`src/rtl/tank_pkg.sv`:
```
// Shared definitions for the tank movement front end: keycodes, direction
// bit positions inside the 4-bit direction mask, and the report FSM states.
package tank_pkg;

  localparam logic [7:0] KC_W        = 8'h1A;
  localparam logic [7:0] KC_S        = 8'h16;
  localparam logic [7:0] KC_A        = 8'h04;
  localparam logic [7:0] KC_D        = 8'h07;
  localparam logic [7:0] KC_UP       = 8'h52;
  localparam logic [7:0] KC_DOWN     = 8'h51;
  localparam logic [7:0] KC_LEFT     = 8'h50;
  localparam logic [7:0] KC_RIGHT    = 8'h4F;
  localparam logic [7:0] KC_SPACE    = 8'h2C;
  localparam logic [7:0] KC_ENTER    = 8'h28;
  localparam logic [7:0] KC_ROLLOVER = 8'h01;
  localparam logic [7:0] KC_NONE     = 8'h00;

  // Mask bit order is {up, down, left, right}; the highest bit has priority.
  localparam int DIR_UP    = 3;
  localparam int DIR_DOWN  = 2;
  localparam int DIR_LEFT  = 1;
  localparam int DIR_RIGHT = 0;

  typedef enum logic [1:0] {IDLE, COLLECT, COMMIT} state_t;

  // Maps a keycode to the one-hot direction bit of the chosen player (0 if none).
  function automatic logic [3:0] kc_to_mask(input logic [7:0] kc, input logic p2);
    logic [3:0] m;
    m = '0;
    m[DIR_UP]    = (kc == (p2 ? KC_UP    : KC_W));
    m[DIR_DOWN]  = (kc == (p2 ? KC_DOWN  : KC_S));
    m[DIR_LEFT]  = (kc == (p2 ? KC_LEFT  : KC_A));
    m[DIR_RIGHT] = (kc == (p2 ? KC_RIGHT : KC_D));
    return m;
  endfunction

endpackage

```
`src/rtl/dir_select.sv`:
```
// Priority picker: turns a direction mask into the keycode of its
// highest-priority direction (up > down > left > right) for one player.
module dir_select
  import tank_pkg::*;
(
  input  logic [3:0] mask_i,
  input  logic       p2_i,
  output logic [7:0] keycode_o
);

  // Fixed-priority encode; an empty mask yields KC_NONE.
  always_comb begin
    keycode_o = KC_NONE;
    if (mask_i[DIR_UP])         keycode_o = p2_i ? KC_UP    : KC_W;
    else if (mask_i[DIR_DOWN])  keycode_o = p2_i ? KC_DOWN  : KC_S;
    else if (mask_i[DIR_LEFT])  keycode_o = p2_i ? KC_LEFT  : KC_A;
    else if (mask_i[DIR_RIGHT]) keycode_o = p2_i ? KC_RIGHT : KC_D;
  end

endmodule

```
`src/rtl/key_router.sv`:
```
// Keyboard report router: assembles each serial boot-keyboard report into
// per-player direction masks, arbitrates newest-press-wins on commit, and
// presents one frame-aligned movement keycode per player.
// Optional feature macro KEY_ROUTER_FIRE_EN adds one-frame fire pulses
// (space for player 1, Enter for player 2).
module key_router
  import tank_pkg::*;
#(
  parameter int MAX_SLOTS = 6
) (
  input  logic       Clk,
  input  logic       Reset_n,
  input  logic       kc_valid,
  input  logic [7:0] kc_data,
  input  logic       kc_last,
  input  logic       frame_start,
  output logic [7:0] p1_keycode,
  output logic [7:0] p2_keycode
`ifdef KEY_ROUTER_FIRE_EN
  ,
  output logic       p1_fire,
  output logic       p2_fire
`endif
);

  localparam int CW = $clog2(MAX_SLOTS + 1);

  state_t            state_q;
  logic [CW-1:0]     cnt_q;
  logic              roll_q;
  logic [1:0][3:0]   cur_q, prev_q, beat_m;
  logic [1:0][7:0]   held_q, held_d;
  logic              accept, commit_ok;

  // Beats past the slot limit are dropped, but their kc_last still closes the report.
  assign accept    = kc_valid && (state_q != COMMIT) && (cnt_q < CW'(MAX_SLOTS));
  assign commit_ok = (state_q == COMMIT) && !roll_q;

  for (genvar p = 0; p < 2; p++) begin : g_player
    localparam logic P2 = (p == 1);
    logic [3:0] new_m, held_m;
    logic [7:0] kc_new, kc_cur;

    assign beat_m[p] = kc_to_mask(kc_data, P2);
    assign new_m     = cur_q[p] & ~prev_q[p];
    assign held_m    = kc_to_mask(held_q[p], P2);

    dir_select u_sel_new (.mask_i(new_m),    .p2_i(P2), .keycode_o(kc_new));
    dir_select u_sel_cur (.mask_i(cur_q[p]), .p2_i(P2), .keycode_o(kc_cur));

    // A fresh press wins; otherwise keep a still-held key, else fall back to
    // the best key still down (KC_NONE when the mask is empty).
    assign held_d[p] = !commit_ok                ? held_q[p] :
                       (|new_m)                  ? kc_new    :
                       (|(held_m & cur_q[p]))    ? held_q[p] : kc_cur;
  end

  // Report FSM: accumulate beats, then commit or discard (rollover) for one cycle.
  always_ff @(posedge Clk or negedge Reset_n) begin
    if (!Reset_n) begin
      state_q <= IDLE;
      cnt_q   <= '0;
      roll_q  <= 1'b0;
      cur_q   <= '0;
      prev_q  <= '0;
      held_q  <= '0;
    end else begin
      held_q <= held_d;
      case (state_q)
        IDLE, COLLECT: begin
          if (accept) begin
            cur_q <= cur_q | beat_m;
            cnt_q <= cnt_q + 1'b1;
            if (kc_data == KC_ROLLOVER) roll_q <= 1'b1;
          end
          if (kc_valid && kc_last) state_q <= COMMIT;
          else if (kc_valid)       state_q <= COLLECT;
        end
        COMMIT: begin
          if (!roll_q) prev_q <= cur_q;
          cur_q   <= '0;
          cnt_q   <= '0;
          roll_q  <= 1'b0;
          state_q <= IDLE;
        end
        default: state_q <= IDLE;
      endcase
    end
  end

  // Frame-aligned outputs; held_d gives the same-cycle commit bypass.
  always_ff @(posedge Clk or negedge Reset_n) begin
    if (!Reset_n) begin
      p1_keycode <= KC_NONE;
      p2_keycode <= KC_NONE;
    end else if (frame_start) begin
      p1_keycode <= held_d[0];
      p2_keycode <= held_d[1];
    end
  end

`ifdef KEY_ROUTER_FIRE_EN
  logic [1:0] fire_cur_q, fire_prev_q, fire_pend_q, fire_q, fire_beat, fire_new;

  assign fire_beat = {kc_data == KC_ENTER, kc_data == KC_SPACE};
  assign fire_new  = commit_ok ? (fire_cur_q & ~fire_prev_q) : 2'b00;
  assign p1_fire   = fire_q[0];
  assign p2_fire   = fire_q[1];

  // Fire edges are collected until the next frame, then shown for exactly one frame.
  always_ff @(posedge Clk or negedge Reset_n) begin
    if (!Reset_n) begin
      fire_cur_q  <= '0;
      fire_prev_q <= '0;
      fire_pend_q <= '0;
      fire_q      <= '0;
    end else begin
      if (accept) begin
        fire_cur_q <= fire_cur_q | fire_beat;
      end else if (state_q == COMMIT) begin
        fire_cur_q <= '0;
        if (!roll_q) fire_prev_q <= fire_cur_q;
      end
      if (frame_start) begin
        fire_q      <= fire_pend_q | fire_new;
        fire_pend_q <= '0;
      end else begin
        fire_pend_q <= fire_pend_q | fire_new;
      end
    end
  end
`endif

endmodule

```
`config.mk`:
```
export PLATFORM = sky130hd
export DESIGN_NAME = key_router
export DESIGN_NICKNAME = d
export VERILOG_FILES = /design/src/rtl/tank_pkg.sv /design/src/rtl/dir_select.sv /design/src/rtl/key_router.sv
export SDC_FILE = /design/constraint.sdc
export NUM_CORES = 1
export LEC_CHECK = 0
export BUFFER_PORTS_ARGS = -buffer_cell sky130_fd_sc_hd__buf_2
export CORE_MARGIN = 2
export CORE_UTILIZATION = 45
export DETAILED_ROUTE_END_ITERATION = 10
export HOLD_SLACK_MARGIN = 0.02
export PLACE_DENSITY = 0.74
export REMOVE_ABC_BUFFERS = 1
export SLEW_MARGIN = 20
export SYNTH_ARGS = -nofsm -noshare
export SYNTH_HDL_FRONTEND = slang
export SYNTH_SLANG_ARGS = --single-unit
```
`constraint.sdc`:
```
create_clock -name Clk -period 6.3 [get_ports Clk]
set_clock_uncertainty 0.2 [all_clocks]
set_input_delay 0.63 -clock Clk [delete_from_list [all_inputs] [get_ports Clk]]
set_output_delay 0.63 -clock Clk [all_outputs]
set_load 0.01 [all_outputs]
```
# After elaboration in Yosys (flattened, before gate mapping)
# Index checks and enable logic that the tools add are counted.
# totals
register_bits	54
input_bits	13
output_inout_bits	16
wordCells	91
# classes
add_sub_neg	1
order_cmp	1
n_eq_ne	23
muxes	32
n_bitwise	8
reduce_logical	15
# ops
op	count
2-to-1 mux 8 bit	19
== test 8 x 7 -> 1 bit, second input constant	8
== test 8 x 3 -> 1 bit, second input constant	4
== test 8 x 5 -> 1 bit, second input constant	4
bitwise AND 4 bit	4
case mux 8 bit (2 select lines)	1
OR reduction 4 bit	4
2-to-1 mux 7 bit	2
2-to-1 mux 3 bit	3
== test 8 x 1 -> 1 bit, second input constant	1
NOT 4 bit	2
OR 8 bit	1
2-to-1 mux 2 bit	3
inequality test 2 bit, second input constant	3
case mux 3 bit (2 select lines)	1
logical AND 1 bit	4
AND reduction 2 bit	2
adder 3 x 1 -> 3 bit, second input constant	1
less-than comparator 3 bit, second input constant	1
inequality test 3 bit, second input constant	1
AND reduction 3 bit	1
== test 2 x 1 -> 1 bit, second input constant	1
== test 2 bit, second input constant	1
logical NOT 2 bit	1
other kinds (6)	7

# Logic depth before layout (Yosys ltp)
# Gate-level depths: netlist of the first run.
# logic_depth
ltp_word	8
depth_mapped	8
depth_no_buf	5

# By module
# A second synthesis of the first run with hierarchy kept.
# hier_totals
cells_unflattened	319
area_unflattened_um2	3109.2
# modules_own_cells
mod	instances	cells_per_inst	area_per_inst_um2	seq_area_each_um2
key_router	1	259	2668.8	1351.3
dir_select	4	15	110.1	0.0

# Worst setup path after synthesis of the first run
# No wires, ideal clock.
# synth_timing
kind	register -> register
from	register held_q[0] in the netlist's numbering
to	register p1_keycode[2]
setup_time_ns	0.110
arrival_time_ns	1.825
required_time_ns	5.990
setup_slack_ns	4.164
path_stages_with_launch	6
n_path_buf	0
synth_period_minus_slack_ns	2.136
cell_sequence	dfrtp_1 nand2b_1 a2111o_1 a21oi_1 mux2_2 o41ai_1
# synth_between
elab_chain_cells	6
word_cells_on_any_way	9
cone_classes	eq/ne (4); mux (3); bitwise (1); reduce/logical (1)
# synth_lines
element	line	text
start, declared	key_router.sv:32	logic [1:0][7:0] held_q, held_d;
start signal, assigned	key_router.sv:68	held_q <= held_d;
== test 8 x 3 -> 1 bit (tied with other cells)	tank_pkg.sv:33	m[DIR_RIGHT] = (kc == (p2 ? KC_RIGHT : KC_D));
bitwise AND 4 bit (*)	key_router.sv:55	(|(held_m & cur_q[p])) ? held_q[p] : kc_cur;
OR reduction 4 bit (*)	key_router.sv:55	
2-to-1 mux 8 bit (*)	key_router.sv:55	
2-to-1 mux 8 bit (*)	key_router.sv:54	(|new_m) ? kc_new :
2-to-1 mux 8 bit (*)	key_router.sv:53	assign held_d[p] = !commit_ok ? held_q[p] :
end signal, assigned	key_router.sv:97	p1_keycode <= held_d[0];
end, declared	key_router.sv:17	output logic [7:0] p1_keycode,
# Mark *: on every way between the ends. The rest lies on a longest branch, timed or not.
# A chain may end at the register's enable or synchronous reset.

# Worst setup path in the final report of the first run
# layout_timing
from	register state_q[1]
to	register p1_keycode[3]
# layout_between
elab_chain_cells	3
# layout_lines
element	line	text
start, declared	key_router.sv:28	state_t state_q;
start signal, assigned	key_router.sv:61	state_q <= IDLE;
start signal, assigned	key_router.sv:76	if (kc_valid && kc_last) state_q <= COMMIT;
start signal, assigned	key_router.sv:77	else if (kc_valid) state_q <= COLLECT;
== test 2 bit	key_router.sv:37	assign commit_ok = (state_q == COMMIT) && !roll_q;
logical AND 1 bit	key_router.sv:37	
2-to-1 mux 8 bit	key_router.sv:53	
# No other way between the ends.

==> results by group, run 1 <==
GRT
  – Met3 Use GR: 0.0389
  – Total global-route track usage: 0.185
  – Largest net degree at the start of global routing: 55
  – GRT overflow: 0
  – First-pass GRT wire length: 9540 um
  – Initial antenna violation count: 0
  – M2 GR Usage: 0.294
  – Grt met1 use: 0.255
  – Vias in the first global route: 2051
  – Grt peak-use layer: met2

Synthesis
  – Yosys cell types: 48
  – Synth Area in Compound Gates: 0.163
  – YS warnings: 0
  – Share of the synthesized area in the top cell type: 0.504
  – Top post-synthesis cells by count: dfrtp_1 (54), nand2_1 (49), nor2_1 (31), nand2b_1 (16), a31oi_1 (11)
  – Ys async rst share: 1.00
  – Dominant cell type by area after synthesis: dfrtp_1
  – Largest family of logic cells by synthesized area: simple AND/OR/NAND/NOR gates
  – Post-synthesis adder-cell area fraction: 0.00467
  – Post-synthesis xor/xnor area fraction: 0.00327
  – Top cells by area, synth: dfrtp_1 (50%), nand2_1 (6.9%), nor2_1 (4.3%), nand2b_1 (3.7%), a31oi_1 (2.6%)
  – Top_reg_cell synth: dfrtp_1
  – Yosys reg bits: 54
  – Post-synth EDFFs: 0
  – Synth Area in Simple Gates: 0.264
  – Count leader, synth: dfrtp_1
  – Sequential area share after synthesis: 0.504
  – Syn Inst Count: 286
  – Mean Syn Cell Area: 9.37 um^2
  – Synth Cell Area: 0.00268 mm^2
  – Mux contribution to synthesized area: 0.0252

Setup path
  – CP Capture Type: flop
  – Req. time, crit path: 6330 ps
  – Crit path launch type: flop
  – Max Fanout on Critical Path: 16
  – Worst EP arrival: 2580 ps
  – WS Path Type: reg2reg

Power
  – Leak: 1.42 nW
  – Design Power: roughly 0.7 mW
  – Sw Ratio: 0.288
  – Sequential share of power: 0.576
  – Comb pwr share: 0.161
  – Psw: just over 0.2 mW
  – Cell Pwr Density: 238 mW/mm^2
  – Int Power: between 0.4 and 0.5 mW
  – Power share of the clock group: 0.263
  – VDD IR max: 0.150 mV

Floorplan
  – Num ports: 29
  – Die ar.: 0.00659 mm^2
  – Die height: 81.2 um
  – Starting Density: 0.458
  – Die Wd: around 81 um
  – Cell Rows: 28
  – Core area: 0.00585 mm^2

Routing
  – DR iter-0 viols: 147
  – First-pass detailed-route iteration total: 4
  – DRT antenna net count: 0
  – WL final: 5240 um
  – Via count: 2108
  – Via density: 5.48
  – DRC errors left: 0
  – Detailed-route wire length per cell: 13.6 um

Final layout
  – Share of layout cells above drive strength 1: 0.161
  – Final non-filler cell total: 385
  – P&R area growth vs syn: 9.81%
  – Filler cells: around 560
  – Final Net Count: 324
  – Diodes inserted: 0

Timing
  – Final-report setup violation count: 0
  – Worst Tran Pin Value: 803 ps
  – Worst setup margin: around 3800 ps
  – Relative slew slack: 0.465
  – Pins over their slew limit: 0
  – Fin. Hold Viols: 0
  – RSZ-0062 raised after global routing: false
  – Tmin final: 2540 ps
  – Fin crit share: 0.403
  – F_max: between 0.3 and 0.4 GHz
  – Final setup TNS: 0 ps

Placement
  – Gpl congestion: 0.862
  – PortBufs: 28
  – Pre-CTS WS: between 3000 and 4000 ps
  – Detail Placement HPWL: 3670 um
  – DP Cell Count: 378

Clocking
  – Post-CTS resize count: 0
  – CTS tree: built
  – Setup Fix Bufs, Post-CTS: 0
  – Num CTS Buffers: 5
  – CTS root buffer: clkbuf_8
  – H-tree levels: 2
  – CTS sink count: 54
  – Clk_lat worst skew: 310 ps
  – Cts-stage hold buffer count: 0
  – Worst-path clk slew: 90 ps
  – Max Root-Sink Buffers: 2

Run status
  – Status: finished clean

Job
  – Max_cap viols: 0

Hold path
  – Min-Delay Path Class: in2async
[cells in the final DEF (no fill, tap or decap), types with 2 or more instances in the layout]
cell,count
nand3_1,7
nand2_1,49
nand4_1,2
a22oi_1,2
a31o_2,2
or3_1,3
a31oi_1,11
clkbuf_8,5
mux2_2,6
nor2_1,31
inv_1,10
a21oi_1,10
and3b_1,3
o21ai_0,9
a2111oi_0,2
a211oi_1,5
dfrtp_1,54
nand2b_1,16
and2_1,6
nor4_1,4
a41oi_1,4
nor4b_1,2
nor2b_1,7
buf_2,28
clkinv_2,2
nor3_1,8
[power groups by stage]
| stage | combinational, mW | clock (mW) | sequential, mW |
|---|---|---|---|
| floorplan | 0.0699 | 0 | 0.408 |
| global placement | 0.109 | 0 | 0.409 |
| detailed placement | 0.115 | 0 | 0.410 |
| CTS | 0.115 | 0.192 | 0.403 |
| global route | 0.129 | 0.203 | 0.408 |
| finish | 0.113 | 0.184 | 0.403 |
[per-stage QoR]
step	hold WS, ps	area (um^2)	util
6_report	236	2940	0.503
5_1_grt	300	2940	0.503
3_5_place_dp	253	2860	0.489
4_1_cts	258	2940	0.503
3_3_place_gp	250	2860	0.489
2_1_floorplan	134	2620	-
[worst paths after layout]
path	slack, ps	cells after the start	startpoint	endpoint
hold reg to reg	280	2	prev_q[0]$_DFFE_PN0P_	prev_q[0]$_DFFE_PN0P_
max in group asynchronous	5230	2	Reset_n	held_q[6]$_DFF_PN0_
min in group Clk	280	2	prev_q[0]$_DFFE_PN0P_	prev_q[0]$_DFFE_PN0P_
setup reg to reg	3760	5	state_q[1]$_DFFE_PN0P_	p1_keycode[3]$_DFFE_PN0P_
setup / recovery	3760	5	state_q[1]$_DFFE_PN0P_	p1_keycode[3]$_DFFE_PN0P_
hold / removal	240	2	Reset_n	cur_q[7]$_DFFE_PN0P_
[cell families after synthesis]
kind of cell | Yosys count
compound gates | 58
xor+xnor | 1
fa+ha+maj | 1
buf+inv | 22
flops | 54
mux | 6
simple gates | 144
[registers in the layout, summed over array words and instances (netlist names)]
signal      cells
cnt_q           3
roll_q          1
held_q         16
prev_q          8
p2_keycode      8
p1_keycode      8
state_q         2
cur_q           8
[layout make-up]
type,instances,area (um^2),share of cell area
Inverter,10,37.5,0.0128
Sequential cell,54,1350,0.459
Tap cell,75,93.8,0.0319
Multi-Input combinational cell,210,1230,0.419
Clock buffer,5,68.8,0.0234
Clock inverter,2,10.0,0.00340
Timing Repair Buffer,29,148,0.0502
[layer usage]
metal	routed length [um]	share of wire
met1	2560	0.49
met2	2380	0.45
met3	248	0.047
met4	57	0.011
met5	0	0
[critical path, cell delays in order, from the launching register on]
cell     delay (ps)
dfrtp_1         520
nor2b_1         540
and2_1          560
nand2_1         130
or3_1           360
a41oi_2         160
Power figures use the tool's default switching activity.
==> run 2: changes to the inputs <==
==> constraint.sdc (replaced) <==
create_clock -name Clk -period 2.4 [get_ports Clk]
set_clock_uncertainty 0.2 [all_clocks]
set_input_delay 0.24 -clock Clk [delete_from_list [all_inputs] [get_ports Clk]]
set_output_delay 0.24 -clock Clk [all_outputs]
set_load 0.01 [all_outputs]
==> run 2 against run 1 <==
  * Final cell count up 2.9%
  * Critical path type unchanged
  * Non-clock buffer count rose by 11
  * Flip-flop and latch count unchanged
  * First-iteration DRC count is 8.8% higher
  * Sequential share of layout area decreased by 1.6 points
  * Die area unchanged
  * Total power increased to 2.6 times the previous value
  * Utilization up 1.8 points
  * Register-to-register slack got worse by 3600 ps
  * Final area up 3.5%
  * Worst hold slack worse by 170 ps
  * Count of clock-buffer cells in the layout is 1 higher
==> results by group, run 2 (synthesized netlist as in run 1, its figures left out) <==
Run status
  – Status: finished clean

GRT
  – First-pass GRT wire length: 9300 um (-2.5%)
  – Initial antenna violation count: 0 (unchanged)
  – Vias in the first global route: 2010 (-2.0%)
  – Total global-route track usage: 0.182 (-0.00268)
  – GRT overflow: 0 (unchanged)
  – Largest net degree at the start of global routing: 55 (unchanged)

Routing
  – First-pass detailed-route iteration total: 4 (unchanged)
  – Detailed-route wire length per cell: 13.3 um (-2.1%)
  – WL final: 5280 um (+0.74%)
  – DR iter-0 viols: 160 (+8.8%)
  – Via density: 5.49 (+0.36%)
  – DRC errors left: 0 (unchanged)
  – Via count: 2176 (+3.2%)
  – DRT antenna net count: 0 (unchanged)

Setup path
  – Worst EP arrival: 2200 ps (-380 ps)
  – Slowest stage delay, CP: 440 ps (-120 ps)
  – Setup slack, reg-to-reg: 200 ps (-3560 ps)
  – Crit-path cells: nand2b_1, a2111o_1, a21oi_1, mux2_2, o41ai_1
  – Max Fanout on Critical Path: 4 (-12)
  – CP Capture Type: flop
  – Req. time, crit path: 2400 ps (-3930 ps)
  – CP max-delay cell: a2111o_1
  – CP Buf/Inv Count: 0 (unchanged)
  – R2R depth: 5 (unchanged)
  – Crit path launch type: flop
  – WS Path Type: reg2reg
  – Largest delay contributor family on the critical path: compound AO/OA/AOI/OAI gates
  – Reg-to-reg endpoint: p1_keycode[2]$_DFFE_PN0P_
  – R2R Path Start: held_q[0]$_DFF_PN0_

Timing
  – Fin. Hold Viols: 0 (unchanged)
  – Tmin final: 2200 ps (-339 ps)
  – Final setup TNS: 0 ps (unchanged)
  – Hold slack: 65.3 ps (-171 ps)
  – RSZ-0062 raised after global routing: false
  – Worst Tran Pin Value: 572 ps (-230 ps)
  – Pins over their slew limit: 0 (unchanged)
  – F_max: 0.454 GHz (+15%)
  – Final-report setup violation count: 0 (unchanged)
  – Fin crit share: 0.918 (+0.514)
  – Worst setup margin: 197 ps (-3560 ps)
  – Relative slew slack: 0.608 (+0.144)

Clocking
  – Post-CTS resize count: 0 (unchanged)
  – H-tree levels: 2 (unchanged)
  – Cts-stage hold buffer count: 3 (+3)
  – Setup Fix Bufs, Post-CTS: 0 (unchanged)
  – CTS tree: built
  – CTS sink count: 54 (unchanged)
  – Max Root-Sink Buffers: 2 (unchanged)
  – Num CTS Buffers: 5 (unchanged)
  – Worst-path clk slew: 90 ps (about the same)
  – CTS root buffer: clkbuf_8
  – Clk_lat worst skew: 310 ps (about the same)

Final layout
  – Reg with most FFs: held_q
  – P&R area growth vs syn: 13.7%
  – Filler cells: 539 (-3.6%)
  – Final Net Count: 335 (+3.4%)
  – Diodes inserted: 0 (unchanged)
  – Number of flip-flops in the largest register: 16 (unchanged)
  – Most common cell after layout, fill and taps aside: dfrtp_1
  – Share of layout cells above drive strength 1: 0.178 (+0.0163)
  – Final Core Density: 0.521 (+0.0178)
  – Most frequent cells in the layout: dfrtp_1 (54), nand2_1 (49), nor2_1 (31)

Placement
  – Pre-CTS WS: 216 ps (-3540 ps)
  – Gpl congestion: 0.931 (+8.0%)
  – PortBufs: 28 (unchanged)
  – Detail Placement HPWL: 3810 um (+3.9%)

Power
  – Design Power: 1.85 mW (+160%)
  – Cell Pwr Density: 607 mW/mm^2 (+160%)
  – VDD IR max: 0.386 mV (+160%)
  – Leak: 1.48 nW (+3.6%)

Floorplan
  – Die Wd: 81.2 um (unchanged)
  – Starting Density: 0.458 (unchanged)
  – Cell Rows: 28 (unchanged)
  – Num ports: 29 (unchanged)
  – Die height: 81.2 um (unchanged)
  – Core area: 0.00585 mm^2 (unchanged)
  – Die ar.: 0.00659 mm^2 (unchanged)

Job
  – Max_cap viols: 0 (unchanged)

Hold path
  – Hold Path Cell Cnt: 3
  – Hold_sp: kc_data[2]
  – Min-Delay Path Class: in2reg
  – Hold Path End: cur_q[2]$_DFFE_PN0P_
[run 2: final cells by class]
| type | count | area (um^2) | area share |
|---|---|---|---|
| clock inverters | 1 | 7.51 | 0.00247 |
| inverters | 10 | 37.5 | 0.0123 |
| well taps | 75 | 93.8 | 0.0308 |
| repair buffers | 40 | 250 | 0.0822 |
| flip-flops and latches | 54 | 1350 | 0.444 |
| clock buffers | 6 | 72.6 | 0.0238 |
| multi-input cells | 210 | 1230 | 0.405 |
[run 2: metal layers]
layer,part of all wire,GRT usage
met1,0.50,0.259
met2,0.44,0.279
met3,0.040,0.0300
met4,0.016,0.0746
met5,0,0
[run 2: through the flow]
stage / cells / instance area [um^2]
floorplan: 274 / 2620
global placement: 386 / 2940
detailed placement: 386 / 2940
CTS: 396 / 3050
global route: 396 / 3050
finish: 396 / 3050
[run 2: how the worst max path moves through the flow]
stage / cells past startpoint / end / startpoint / slack (ps)
2_1_floorplan: 5 / p1_keycode[3]$_DFFE_PN0P_ / state_q[1]$_DFFE_PN0P_ / 250
3_3_place_gp: 5 / p1_keycode[2]$_DFFE_PN0P_ / held_q[0]$_DFF_PN0_ / 280
3_5_place_dp: 5 / p1_keycode[2]$_DFFE_PN0P_ / held_q[0]$_DFF_PN0_ / 220
4_1_cts: 5 / p1_keycode[2]$_DFFE_PN0P_ / held_q[0]$_DFF_PN0_ / 200
5_1_grt: 5 / p1_keycode[2]$_DFFE_PN0P_ / held_q[0]$_DFF_PN0_ / 100
6_report: 5 / p1_keycode[2]$_DFFE_PN0P_ / held_q[0]$_DFF_PN0_ / 200
[run 2: worst min-delay path, cell delays in order]
cell     delay, ps
buf_2          120
a31oi_1         80
nor2_1          90
[run 2: power by group]
group	switching [mW]	total, mW	internal [mW]
combinational	0.171	0.309	0.138
clock	0.285	0.486	0.201
sequential	0.0677	1.05	0.986
==> run 3: changes to the inputs <==
--- a/config.mk
+++ b/config.mk
@@ -5,7 +5,7 @@
 export SDC_FILE = /design/constraint.sdc
 export NUM_CORES = 1
 export LEC_CHECK = 0
-export BUFFER_PORTS_ARGS = -buffer_cell sky130_fd_sc_hd__buf_2
+export BUFFER_PORTS_ARGS = -buffer_cell sky130_fd_sc_hd__buf_4
 export CORE_MARGIN = 2
 export CORE_UTILIZATION = 45
 export DETAILED_ROUTE_END_ITERATION = 10
==> run 3 against run 2 <==
  * Non-clock buffer count stayed put
  * Wire length rose by 2.1%
  * Total power is 6.8% higher
  * Final cell count increased by 0.25%
  * Worst hold slack worse by 31 ps
  * Sequential power hardly changed
  * Critical path depth unchanged
  * Count of clock-buffer cells in the layout increased by 1
  * Clock power increased by 22%
  * Flip-flop and latch count did not move
==> results by group, run 3 (synthesized netlist as in run 1, its figures left out) <==
Power
  – Cell Pwr Density: 631 mW/mm^2 (+3.9%)
  – Int Power: 1.45 mW (+9.7%)
  – Sequential share of power: 0.535 (-0.035)
  – Psw: 0.521 mW (-0.55%)
  – Power share of the clock group: 0.299 (+0.036)
  – Sw Ratio: 0.264 (-0.0194)
  – Comb pwr share: 0.166 (about the same)
  – VDD IR max: 0.381 mV (-1.2%)
  – Leak: 1.50 nW (+1.9%)

Placement
  – Detail Placement HPWL: 3850 um (+0.87%)
  – Pre-CTS WS: 263 ps (+47.5 ps)
  – Gpl congestion: 0.911 (-2.1%)
  – PortBufs: 28 (unchanged)

GRT
  – Total global-route track usage: 0.188 (+0.00535)
  – Initial antenna violation count: 0 (unchanged)
  – GRT overflow: 0 (unchanged)
  – Largest net degree at the start of global routing: 55 (unchanged)
  – First-pass GRT wire length: 9500 um (+2.2%)
  – Vias in the first global route: 2039 (+1.4%)

Setup path
  – Worst EP arrival: 2180 ps (-20 ps)
  – CP Capture Type: flop
  – Crit path launch type: flop
  – Max Fanout on Critical Path: 4 (unchanged)
  – Setup slack, reg-to-reg: 220 ps (+20 ps)
  – Req. time, crit path: 2400 ps (about the same)
  – WS Path Type: reg2reg

Final layout
  – P&R area growth vs syn: 16.8%
  – Most frequent cells in the layout: dfrtp_1 (54), nand2_1 (49), buf_4 (37)
  – Number of flip-flops in the largest register: 16 (unchanged)
  – Final Net Count: 335 (unchanged)
  – Most common cell after layout, fill and taps aside: dfrtp_1
  – Diodes inserted: 0 (unchanged)
  – Share of layout cells above drive strength 1: 0.177 (-0.000551)
  – Final Core Density: 0.535 (+0.0143)
  – Reg with most FFs: held_q

Timing
  – Worst Tran Pin Value: 661 ps (+88.9 ps)
  – Relative slew slack: 0.559 (-0.0494)
  – F_max: 0.459 GHz (+1.0%)
  – Final setup TNS: 0 ps (unchanged)
  – Fin. Hold Viols: 0 (unchanged)
  – RSZ-0062 raised after global routing: false
  – Worst setup margin: 220 ps (+22.6 ps)
  – Fin crit share: 0.908 (-0.00941)
  – Pins over their slew limit: 0 (unchanged)
  – Final-report setup violation count: 0 (unchanged)
  – Tmin final: 2180 ps (-22.6 ps)

Clocking
  – Num CTS Buffers: 5 (unchanged)
  – H-tree levels: 2 (unchanged)
  – Cts-stage hold buffer count: 3 (unchanged)
  – CTS tree: built
  – Post-CTS resize count: 0 (unchanged)
  – Worst-path clk slew: 90 ps (about the same)
  – Clk_lat worst skew: 300 ps (about the same)
  – Max Root-Sink Buffers: 2 (unchanged)
  – Setup Fix Bufs, Post-CTS: 0 (unchanged)
  – CTS sink count: 54 (unchanged)
  – CTS root buffer: clkbuf_8

Routing
  – Via count: 2152 (-1.1%)
  – WL final: 5390 um (+2.1%)
  – Detailed-route wire length per cell: 13.6 um (+1.9%)
  – DR iter-0 viols: 156 (-2.5%)
  – Via density: 5.42 (-1.4%)
  – First-pass detailed-route iteration total: 4 (unchanged)
  – DRC errors left: 0 (unchanged)
  – DRT antenna net count: 0 (unchanged)

Floorplan
  – Starting Density: 0.458 (unchanged)
  – Die Wd: 81.2 um (unchanged)
  – Die ar.: 0.00659 mm^2 (unchanged)
  – Die height: 81.2 um (unchanged)
  – Cell Rows: 28 (unchanged)
  – Num ports: 29 (unchanged)
  – Core area: 0.00585 mm^2 (unchanged)

Hold path
  – Min-Delay Path Class: in2reg

Run status
  – Status: finished clean

Job
  – Max_cap viols: 0 (unchanged)
==> run 3: metal layers <==
layer  global-route usage  vias to the layer above  share of wire  routed length, um
met3               0.0411                        2          0.058                315
met4               0.0458                        0         0.0061                 33
met5                    0                        -              0                  0
met1                0.272                     1024           0.48               2570
met2                0.288                       54           0.46               2480
li1                     -                     1072              -                  -
==> run 3: area by class of cell <==
| cell class | instances | area, um^2 |
|---|---|---|
| well taps | 75 | 93.8 |
| repair buffers | 40 | 308 |
| multi-input cells | 210 | 1230 |
| flip-flops and latches | 54 | 1350 |
| clock buffers | 7 | 76.3 |
| fillers | 542 | 2720 |
| clock inverters | 1 | 30.0 |
| inverters | 10 | 37.5 |
==> run 3: power by group through the flow <==
stage	Clock [mW]	Combinational (mW)	Sequential, mW
6_report	0.591	0.327	1.06
5_1_grt	0.649	0.378	1.07
4_1_cts	0.610	0.331	1.06
3_5_place_dp	0	0.327	1.07
3_3_place_gp	0	0.316	1.07
2_1_floorplan	0	0.183	1.07
==> run 3: through the flow <==
step | hold WS, ps | instances | area, um^2 | total power, mW
floorplan | -256 | 274 | 2620 | 1.25
global placement | 118 | 386 | 2990 | 1.39
detailed placement | 128 | 386 | 2990 | 1.40
CTS | 30.5 | 397 | 3130 | 2.00
global route | 54.9 | 397 | 3130 | 2.10
finish | 34.4 | 397 | 3130 | 1.97
==> run 3: critical path, stage by stage, from the launching register on <==
cell	delay (ps)
dfrtp_1	410
nand2b_1	150
a2111o_1	450
a21oi_1	210
mux2_2	370
o41ai_1	280
==> run 3: worst paths after layout <==
| check | cells past startpoint | start | to |
|---|---|---|---|
| setup / recovery | 5 | held_q[0]$_DFF_PN0_ | p1_keycode[2]$_DFFE_PN0P_ |
| max in group asynchronous | 2 | Reset_n | held_q[4]$_DFF_PN0_ |
| hold reg to reg | 2 | prev_q[3]$_DFFE_PN0P_ | prev_q[3]$_DFFE_PN0P_ |
| hold / removal | 3 | kc_data[2] | cur_q[2]$_DFFE_PN0P_ |
| min in group asynchronous | 2 | Reset_n | p2_keycode[7]$_DFFE_PN0P_ |
| setup reg to reg | 5 | held_q[0]$_DFF_PN0_ | p1_keycode[2]$_DFFE_PN0P_ |
